`src/rtl/ex_mem_stage_if.sv`:
```
// EX/MEM stage bus: execute-side inputs, memory-side outputs, branch training and statistics.
// The master drives the EX fields and stall; the slave (the stage) drives the MEM fields.
interface ex_mem_stage_if #(
    parameter int CNT_W = 32
);
    logic             stall;
    logic             valid_EX;
    logic [31:0]      aluRes_EX;
    logic [31:0]      storeData_EX;
    logic [4:0]       destReg_EX;
    logic             regWrite_EX;
    logic             memRead_EX;
    logic             memWrite_EX;
    logic             memToReg_EX;
    logic             branch_EX;
    logic             taken_EX;
    logic             predTaken_EX;
    logic [31:0]      pcPlus4_EX;
    logic [31:0]      brTarget_EX;

    logic [31:0]      aluRes_MEM;
    logic [31:0]      storeData_MEM;
    logic [4:0]       destReg_MEM;
    logic             regWrite_MEM;
    logic             memRead_MEM;
    logic             memWrite_MEM;
    logic             memToReg_MEM;
    logic             valid_MEM;
    logic             flush_MEM;
    logic [31:0]      redirectPC;
    logic             bpuUpdate;
    logic [31:0]      bpuPC;
    logic             bpuTaken;
    logic [CNT_W-1:0] brCount;
    logic [CNT_W-1:0] mispCount;

    modport master (
        output stall, valid_EX, aluRes_EX, storeData_EX, destReg_EX, regWrite_EX,
               memRead_EX, memWrite_EX, memToReg_EX, branch_EX, taken_EX,
               predTaken_EX, pcPlus4_EX, brTarget_EX,
        input  aluRes_MEM, storeData_MEM, destReg_MEM, regWrite_MEM, memRead_MEM,
               memWrite_MEM, memToReg_MEM, valid_MEM, flush_MEM, redirectPC,
               bpuUpdate, bpuPC, bpuTaken, brCount, mispCount
    );

    modport slave (
        input  stall, valid_EX, aluRes_EX, storeData_EX, destReg_EX, regWrite_EX,
               memRead_EX, memWrite_EX, memToReg_EX, branch_EX, taken_EX,
               predTaken_EX, pcPlus4_EX, brTarget_EX,
        output aluRes_MEM, storeData_MEM, destReg_MEM, regWrite_MEM, memRead_MEM,
               memWrite_MEM, memToReg_MEM, valid_MEM, flush_MEM, redirectPC,
               bpuUpdate, bpuPC, bpuTaken, brCount, mispCount
    );
endinterface

```
`src/rtl/ex_mem_stage.sv`:
```
// EX/MEM pipeline register with branch resolution, registered flush/redirect and BPU training.
// Optional saturating branch statistics are enabled by defining BRANCH_STATS_EN.
module ex_mem_stage #(
    parameter int CNT_W = 32
) (
    input  logic           clk,
    input  logic           reset,
    ex_mem_stage_if.slave  bus
);
    logic live;
    logic misp;

    // An instruction sitting in EX while a flush is out is wrong-path and must become a bubble.
    always_comb begin
        live = bus.valid_EX & ~bus.flush_MEM;
        misp = live & bus.branch_EX & (bus.taken_EX ^ bus.predTaken_EX);
    end

    always_ff @(posedge clk or negedge reset) begin
        if (!reset) begin
            bus.valid_MEM     <= 1'b0;
            bus.aluRes_MEM    <= '0;
            bus.storeData_MEM <= '0;
            bus.destReg_MEM   <= '0;
            bus.regWrite_MEM  <= 1'b0;
            bus.memRead_MEM   <= 1'b0;
            bus.memWrite_MEM  <= 1'b0;
            bus.memToReg_MEM  <= 1'b0;
            bus.flush_MEM     <= 1'b0;
            bus.redirectPC    <= '0;
            bus.bpuUpdate     <= 1'b0;
            bus.bpuPC         <= '0;
            bus.bpuTaken      <= 1'b0;
        end else if (!bus.stall) begin
            bus.valid_MEM     <= live;
            bus.aluRes_MEM    <= bus.aluRes_EX;
            bus.storeData_MEM <= bus.storeData_EX;
            bus.destReg_MEM   <= bus.destReg_EX;
            bus.regWrite_MEM  <= bus.regWrite_EX & live;
            bus.memRead_MEM   <= bus.memRead_EX & live;
            bus.memWrite_MEM  <= bus.memWrite_EX & live;
            bus.memToReg_MEM  <= bus.memToReg_EX & live;
            bus.flush_MEM     <= misp;
            // Redirect is held between mispredicts so it stays stable while a flush is stalled.
            if (misp) begin
                bus.redirectPC <= bus.taken_EX ? bus.brTarget_EX : bus.pcPlus4_EX;
            end
            bus.bpuUpdate     <= live & bus.branch_EX;
            bus.bpuPC         <= bus.pcPlus4_EX - 32'd4;
            bus.bpuTaken      <= bus.taken_EX;
        end
    end

`ifdef BRANCH_STATS_EN
    logic [CNT_W-1:0] br_cnt;
    logic [CNT_W-1:0] misp_cnt;

    // Counters saturate at all-ones rather than wrapping.
    always_ff @(posedge clk or negedge reset) begin
        if (!reset) begin
            br_cnt   <= '0;
            misp_cnt <= '0;
        end else if (!bus.stall) begin
            if (live && bus.branch_EX && (br_cnt != '1)) begin
                br_cnt <= br_cnt + CNT_W'(1);
            end
            if (misp && (misp_cnt != '1)) begin
                misp_cnt <= misp_cnt + CNT_W'(1);
            end
        end
    end

    assign bus.brCount   = br_cnt;
    assign bus.mispCount = misp_cnt;
`else
    assign bus.brCount   = {CNT_W{1'b0}};
    assign bus.mispCount = {CNT_W{1'b0}};
`endif
endmodule

```
`src/flat_wrapper.sv`:
```
// flat-port wrapper written by rule: the top's interface ports become plain ports
module ex_mem_stage_flat 
#(
    parameter int CNT_W = 32
)
  (clk, reset, bus_stall, bus_valid_EX, bus_aluRes_EX, bus_storeData_EX, bus_destReg_EX, bus_regWrite_EX, bus_memRead_EX, bus_memWrite_EX, bus_memToReg_EX, bus_branch_EX, bus_taken_EX, bus_predTaken_EX, bus_pcPlus4_EX, bus_brTarget_EX, bus_aluRes_MEM, bus_storeData_MEM, bus_destReg_MEM, bus_regWrite_MEM, bus_memRead_MEM, bus_memWrite_MEM, bus_memToReg_MEM, bus_valid_MEM, bus_flush_MEM, bus_redirectPC, bus_bpuUpdate, bus_bpuPC, bus_bpuTaken, bus_brCount, bus_mispCount);
  ex_mem_stage_if #(.CNT_W(CNT_W)) bus_i ();
  input  logic clk;
  input  logic reset;
  input wire logic [$bits(bus_i.stall)-1:0] bus_stall;
  input wire logic [$bits(bus_i.valid_EX)-1:0] bus_valid_EX;
  input wire logic [$bits(bus_i.aluRes_EX)-1:0] bus_aluRes_EX;
  input wire logic [$bits(bus_i.storeData_EX)-1:0] bus_storeData_EX;
  input wire logic [$bits(bus_i.destReg_EX)-1:0] bus_destReg_EX;
  input wire logic [$bits(bus_i.regWrite_EX)-1:0] bus_regWrite_EX;
  input wire logic [$bits(bus_i.memRead_EX)-1:0] bus_memRead_EX;
  input wire logic [$bits(bus_i.memWrite_EX)-1:0] bus_memWrite_EX;
  input wire logic [$bits(bus_i.memToReg_EX)-1:0] bus_memToReg_EX;
  input wire logic [$bits(bus_i.branch_EX)-1:0] bus_branch_EX;
  input wire logic [$bits(bus_i.taken_EX)-1:0] bus_taken_EX;
  input wire logic [$bits(bus_i.predTaken_EX)-1:0] bus_predTaken_EX;
  input wire logic [$bits(bus_i.pcPlus4_EX)-1:0] bus_pcPlus4_EX;
  input wire logic [$bits(bus_i.brTarget_EX)-1:0] bus_brTarget_EX;
  output wire logic [$bits(bus_i.aluRes_MEM)-1:0] bus_aluRes_MEM;
  output wire logic [$bits(bus_i.storeData_MEM)-1:0] bus_storeData_MEM;
  output wire logic [$bits(bus_i.destReg_MEM)-1:0] bus_destReg_MEM;
  output wire logic [$bits(bus_i.regWrite_MEM)-1:0] bus_regWrite_MEM;
  output wire logic [$bits(bus_i.memRead_MEM)-1:0] bus_memRead_MEM;
  output wire logic [$bits(bus_i.memWrite_MEM)-1:0] bus_memWrite_MEM;
  output wire logic [$bits(bus_i.memToReg_MEM)-1:0] bus_memToReg_MEM;
  output wire logic [$bits(bus_i.valid_MEM)-1:0] bus_valid_MEM;
  output wire logic [$bits(bus_i.flush_MEM)-1:0] bus_flush_MEM;
  output wire logic [$bits(bus_i.redirectPC)-1:0] bus_redirectPC;
  output wire logic [$bits(bus_i.bpuUpdate)-1:0] bus_bpuUpdate;
  output wire logic [$bits(bus_i.bpuPC)-1:0] bus_bpuPC;
  output wire logic [$bits(bus_i.bpuTaken)-1:0] bus_bpuTaken;
  output wire logic [$bits(bus_i.brCount)-1:0] bus_brCount;
  output wire logic [$bits(bus_i.mispCount)-1:0] bus_mispCount;
  assign bus_i.stall = bus_stall;
  assign bus_i.valid_EX = bus_valid_EX;
  assign bus_i.aluRes_EX = bus_aluRes_EX;
  assign bus_i.storeData_EX = bus_storeData_EX;
  assign bus_i.destReg_EX = bus_destReg_EX;
  assign bus_i.regWrite_EX = bus_regWrite_EX;
  assign bus_i.memRead_EX = bus_memRead_EX;
  assign bus_i.memWrite_EX = bus_memWrite_EX;
  assign bus_i.memToReg_EX = bus_memToReg_EX;
  assign bus_i.branch_EX = bus_branch_EX;
  assign bus_i.taken_EX = bus_taken_EX;
  assign bus_i.predTaken_EX = bus_predTaken_EX;
  assign bus_i.pcPlus4_EX = bus_pcPlus4_EX;
  assign bus_i.brTarget_EX = bus_brTarget_EX;
  assign bus_aluRes_MEM = bus_i.aluRes_MEM;
  assign bus_storeData_MEM = bus_i.storeData_MEM;
  assign bus_destReg_MEM = bus_i.destReg_MEM;
  assign bus_regWrite_MEM = bus_i.regWrite_MEM;
  assign bus_memRead_MEM = bus_i.memRead_MEM;
  assign bus_memWrite_MEM = bus_i.memWrite_MEM;
  assign bus_memToReg_MEM = bus_i.memToReg_MEM;
  assign bus_valid_MEM = bus_i.valid_MEM;
  assign bus_flush_MEM = bus_i.flush_MEM;
  assign bus_redirectPC = bus_i.redirectPC;
  assign bus_bpuUpdate = bus_i.bpuUpdate;
  assign bus_bpuPC = bus_i.bpuPC;
  assign bus_bpuTaken = bus_i.bpuTaken;
  assign bus_brCount = bus_i.brCount;
  assign bus_mispCount = bus_i.mispCount;
  ex_mem_stage #(.CNT_W(CNT_W)) u_core (.clk(clk), .reset(reset), .bus(bus_i));
endmodule
```
`config.mk`:
```
export PLATFORM = sky130hd
export DESIGN_NAME = ex_mem_stage_flat
export DESIGN_NICKNAME = d
export VERILOG_FILES = /design/src/rtl/ex_mem_stage_if.sv /design/src/rtl/ex_mem_stage.sv /design/src/flat_wrapper.sv
export SDC_FILE = /design/constraint.sdc
export NUM_CORES = 1
export LEC_CHECK = 0
export BUFFER_PORTS_ARGS = -buffer_cell sky130_fd_sc_hd__buf_2
export CELL_PAD_IN_SITES_DETAIL_PLACEMENT = 1
export CELL_PAD_IN_SITES_GLOBAL_PLACEMENT = 2
export CORE_MARGIN = 2
export CORE_UTILIZATION = 26
export CTS_CLUSTER_SIZE = 30
export DETAILED_ROUTE_END_ITERATION = 6
export GPL_TIMING_DRIVEN = 0
export MAX_ROUTING_LAYER = met4
export PLACE_DENSITY = 0.88
export SLEW_MARGIN = 20
export SYNTH_ARGS = -nofsm -noshare
export SYNTH_HDL_FRONTEND = slang
export SYNTH_SLANG_ARGS = --single-unit
```
`constraint.sdc`:
```
create_clock -name clk -period 2.1 [get_ports clk]
set_input_delay 0 -clock clk [delete_from_list [all_inputs] [get_ports clk]]
set_output_delay 0 -clock clk [all_outputs]
set_load 0.02 [all_outputs]
```
### Word level (Yosys, flattened, before mapping)

Index checks and enable logic that the tools add are counted.

* bitwise gates (word level): 10
* reductions and logical operators: 1
* add/subtract/negate cells: 1
* mux-type cells: 1

Operators with widths (count)
* 2-to-1 mux 32 bit: 1
* subtractor 32 x 3 -> 32 bit (second input constant): 1
* AND 1 bit: 7
* NOT 1 bit: 2
* AND reduction 2 bit: 1
* XOR 1 bit: 1

* logic and storage cells: 26
* flip-flop bits (word level): 141

### Longest topological paths before layout

* depth in word-level cells: 5
* mapped depth: 7
* mapped depth without buffers: 6

### Least setup slack after synthesis

Ideal clock, no wire load.

* kind: input-to-reg
* from: input port bus_pcPlus4_EX[26]
* to: register u_core.bus.bpuPC[30] (netlist bit)
* stages on the path: 4
* setup time: 0.082 ns
* path slack: 0.376 ns
* path buffers: 0
* data required time: 2.018 ns
* data arrival time: 1.642 ns
* cells stage by stage: or4_1 -> or4b_4 -> or4_1 -> a31oi_1

* word-level cells in the longest chain between the ends: 1

Ends and longest elaborated chain
* start: declaration: RTL line flat_wrapper.sv:22 `input wire logic [$bits(bus_i.pcPlus4_EX)-1:0] bus_pcPlus4_EX;`
* subtractor 32 x 3 -> 32 bit: RTL line ex_mem_stage.sv:49 `bus.bpuPC <= bus.pcPlus4_EX - 32'd4;`
* end signal: assignment: RTL line ex_mem_stage.sv:49
* end: declaration: RTL line ex_mem_stage_if.sv:52 `bpuUpdate, bpuPC, bpuTaken, brCount, mispCount`

Every way passes these cells.
A chain may end at the register's enable or synchronous reset.

### Worst setup path after layout

* from: input port bus_pcPlus4_EX[25]
* to: register u_core.bus.bpuPC[30] (netlist bit)

Same word-level chain as after synthesis.

==> run summary <==
TIMING
-----------------------------------------------------------------------------------------------------------------
Final worst path period share                                                                               0.975
Final count of pins violating max slew                                                                          0
Worst hold slack                                                                                        0.0151 ns
Final count of hold timing violations                                                                           0
RSZ-0062 raised after global routing                                                                        false
Setup violators final                                                                                           0
Worst Max-Slew Pin Slew                                                                                  0.821 ns
Tmin final                                                                                                2.05 ns
Highest clock rate                                                                                        488 MHz
Maximum clock skew at final layout                                                                     0.00520 ns
Slew Limit Headroom                                                                                         0.453

MIN PATH
-----------------------------------------------------------------------------------------------------------------
Worst hold-check path type                                                                           primary input to flop

DETAILED ROUTING
-----------------------------------------------------------------------------------------------------------------
Post-DR wirelength/cell                                                                                   18.1 um
First-pass DRT Iterations                                                                                       4
Antenna viol nets, final                                                                                        0
Avg Vias per Cell                                                                                            4.38
Vias                                                                                                         6372
Count of unresolved DRC violations after routing                                                                0
Routed WL                                                                                                26300 um
Detailed Route Iter0 Violations                                                                               256

SYNTHESIS
-----------------------------------------------------------------------------------------------------------------
Number of distinct standard cells referenced by the synthesized netlist                                        45
Proportion of synthesized chip area in sequential cells                                                     0.535
Synth warn                                                                                                      0
Synthesized area per cell                                                                                11.4 um2
Main combinational cell family by area after synthesis                                               multiplexers
Most frequent cell after synthesis                                                                   sky130_fd_sc_hd__dfrtp_1
Number of synthesized register bits                                                                           141
Xor and xnor area share after synthesis                                                                    0.0146
Number of enable flip-flop cells after synthesis                                                                0
Biggest area contributors in the synthesized netlist                                                 sky130_fd_sc_hd__dfrtp_1 (54%), sky130_fd_sc_hd__mux2_2 (12%), sky130_fd_sc_hd__buf_4 (7.3%), sky130_fd_sc_hd__mux2i_1 (4.9%), sky130_fd_sc_hd__o21ai_0 (3.9%)
Share of synthesized area spent on multiplexers                                                             0.173
Simple-gate portion of the synthesized area                                                                 0.103
Syn Inst Count                                                                                                578
Most used DFF post-synth                                                                             sky130_fd_sc_hd__dfrtp_1
Leading area contributor after synthesis                                                             sky130_fd_sc_hd__dfrtp_1
Ys async rst share                                                                                           1.00
Share of the synthesized area in compound gates (AO/OA/AOI/OAI)                                            0.0744
Combined area of all synthesized cells                                                                   6590 um2
Most numerous cell types in the synthesized netlist                                                  sky130_fd_sc_hd__dfrtp_1 (141), sky130_fd_sc_hd__mux2_2 (73), sky130_fd_sc_hd__buf_4 (64), sky130_fd_sc_hd__nand2_1 (64), sky130_fd_sc_hd__o21ai_0 (51)
Post-synth top area share                                                                                   0.535
Arithmetic-cell share of the synthesized area counting full adders, half adders and majority gates        0.00190

SETUP PATH
-----------------------------------------------------------------------------------------------------------------
Endpoint required time on the critical path                                                               2.43 ns
Buffers & Inverters on Critical Path                                                                            2
Number of cells traversed by the worst register-to-register path                                                6
Beginning of the critical path                                                                       bus_pcPlus4_EX[25]
Start of the worst register-to-register path                                                         u_core.bus.flush_MEM
Cells along the critical path                                                                        dlygate4sd3_1 -> buf_2 -> or4_4 -> or4b_4 -> or4_1 -> a31oi_1
Biggest cell delay along the critical path                                                                0.55 ns
Setup Crit Path Kind                                                                                 primary input to flop
Levels on crit path                                                                                             6
Worst Setup Start Kind                                                                               primary input
Crit path capture type                                                                                       flop
Highest fanout seen on the critical path                                                                        5
Cell type of the slowest stage on the worst timing path                                              sky130_fd_sc_hd__or4_4
Worst Setup EP                                                                                       u_core.bus.bpuPC[30]
Register-to-register setup slack                                                                          0.15 ns
CP top delay family                                                                                  simple AND/OR/NAND/NOR gates
Critical register-to-register path endpoint                                                          u_core.bus.redirectPC[8]
Data arrival time of the critical path                                                                    2.38 ns

CLOCK TREE
-----------------------------------------------------------------------------------------------------------------
Num CTS Buffers                                                                                                17
Clock latency reported for the late side of the worst-skew pair                                           0.42 ns
TritonCTS clock tree                                                                                         done
Number of buffers inserted to repair setup after CTS                                                            0
H-tree depth                                                                                                    4
Root Buffer                                                                                          sky130_fd_sc_hd__clkbuf_16
Clock-pin slew on the worst setup and hold paths                                                          0.07 ns
Max Buffers Root-to-Sink                                                                                        2
TritonCTS Sinks                                                                                               141

POWER
-----------------------------------------------------------------------------------------------------------------
Share of power burned in the clock network                                                                  0.358
Cell internal power dissipation                                                                           5.65 mW
Logic gate share of total power                                                                             0.256
Leakage component of the power                                                                            5.34 nW
Sw power                                                                                                  2.79 mW
Switching portion of total power                                                                            0.330
VDD IR-drop max                                                                                        0.000591 V
Portion of total power attributed to sequential cells                                                       0.386
Pwr Total                                                                                                 8.44 mW
P per Cell Area                                                                                        770 nW/um2

DIE
-----------------------------------------------------------------------------------------------------------------
Area of the core                                                                                        25000 um2
Io pins                                                                                                       349
Count of standard-cell rows                                                                                    58
Die span in y                                                                                              163 um
Total Die Area                                                                                          26600 um2
Effective utilization at floorplan                                                                          0.263
Die span in x                                                                                              163 um

GRT
-----------------------------------------------------------------------------------------------------------------
Global route total overflow                                                                                     0
Vias in the first global route                                                                               6985
Initial antenna violation count                                                                                 0
Global-route wire length before repair                                                                   39600 um
Largest net degree at the start of global routing                                                              93
Overall global routing resource usage                                                                       0.201

LAYOUT
-----------------------------------------------------------------------------------------------------------------
Count of filler cells inserted in the layout                                                                 2829
Net total in the final layout                                                                                1254
Fin area                                                                                                11000 um2
Final standard cell utilization of the core                                                                 0.438
Layout area overhead                                                                                        66.4%
Layout cells sized above 1                                                                                  0.423

PLACED DESIGN
-----------------------------------------------------------------------------------------------------------------
Number of buffers inserted by port buffering                                                                  283
Half-perimeter wire length after detailed placement                                                      17300 um
RePlAce Congestion                                                                                          0.736
Instance area at placement                                                                               8700 um2

STATUS
-----------------------------------------------------------------------------------------------------------------
Outcome                                                                                              complete, no violations

RUN
-----------------------------------------------------------------------------------------------------------------
Max Cap Viol                                                                                                    0

-- layout by cell type (no fill, tap or decap), types with 22 or more instances in the layout --
master and count:
sky130_fd_sc_hd__buf_2 283, sky130_fd_sc_hd__clkbuf_1 22, sky130_fd_sc_hd__dfrtp_1 141, sky130_fd_sc_hd__mux2i_1 32
sky130_fd_sc_hd__o21ai_0 51, sky130_fd_sc_hd__nand2_1 64, sky130_fd_sc_hd__mux2_2 73, sky130_fd_sc_hd__dlygate4sd3_1 165
sky130_fd_sc_hd__conb_1 64, sky130_fd_sc_hd__buf_4 64
-- layout make-up --
| cell class | instances | area, um2 | share of cell area |
|---|---|---|---|
| flip-flops and latches | 141 | 3530 | 0.322 |
| repair buffers | 449 | 3110 | 0.283 |
| multi-input cells | 400 | 2700 | 0.246 |
| plain buffers | 95 | 627 | 0.0572 |
| clock buffers | 17 | 425 | 0.0388 |
| well taps | 330 | 413 | 0.0376 |
| clock inverters | 15 | 150 | 0.0137 |
| inverters | 5 | 18.8 | 0.00171 |
| diodes | 2 | 5.00 | 0.000456 |
-- routing by layer --
metal	up-vias	global-route usage	share of wire
met2	218	0.353	0.52
met4	0	0.0583	0.022
met3	33	0.0432	0.051
met5	-	-	0
li1	2971	-	-
met1	3150	0.230	0.40
-- worst min path at each step --
stage	cells past startpoint	startpoint	to
floorplan	0	reset	u_core.bus.aluRes_MEM[0]
global placement	2	bus_storeData_EX[5]	u_core.bus.storeData_MEM[5]
detailed placement	1	reset	u_core.bus.redirectPC[8]
CTS	3	bus_pcPlus4_EX[17]	u_core.bus.bpuPC[18]
global route	3	bus_valid_EX	u_core.bus.bpuUpdate
finish	3	bus_pcPlus4_EX[13]	u_core.bus.bpuPC[13]
-- sequential cells by signal, indices dropped and copies added, names as in the netlist, 5 cells and up --
name and cells:
u_core.bus.aluRes_MEM 32, u_core.bus.bpuPC 32, u_core.bus.redirectPC 32, u_core.bus.storeData_MEM 32, u_core.bus.destReg_MEM 5
-- power by group through the flow --
stage | clock network, mW | logic, mW | registers (mW)
floorplan | 0 | 0.626 | 3.74
global placement | 0 | 1.83 | 3.27
CTS | 3.11 | 2.14 | 3.24
detailed placement | 0 | 1.87 | 3.29
global route | 3.24 | 2.32 | 3.30
finish | 3.02 | 2.16 | 3.26
-- worst min-delay path: stages --
cell and delay [ns]:
sky130_fd_sc_hd__buf_2 0.15, sky130_fd_sc_hd__xor2_1 0.09, sky130_fd_sc_hd__o21ai_0 0.14
-- logic make-up (layout without fill, tap and decap cells) --
group	count (synthesis)	count (layout)
DFF	141	141
and+or+nand+nor	135	135
muxes	105	105
buffers and inverters	100	581
AOI/OAI and AO/OA	84	84
xor gates and xnor gates	11	11
adders and majority gates	1	1
other	1	66
-- metrics by stage --
step	std cells	setup TNS, ns	setup WS, ns
global placement	1254	-179.71	-1.19
detailed placement	1255	-15.41	-0.390
CTS	1452	0	0.0123
global route	1452	0	0.00118
finish	1454	0	0.0520
floorplan	641	0	0.376
-- repair_timing --
action	CTS	global route
hold buffers	165	0
endpoints found under the setup margin	33	6
hold endpoints to repair	274	0
resized for setup	4	7
Power figures use the tool's default switching activity.
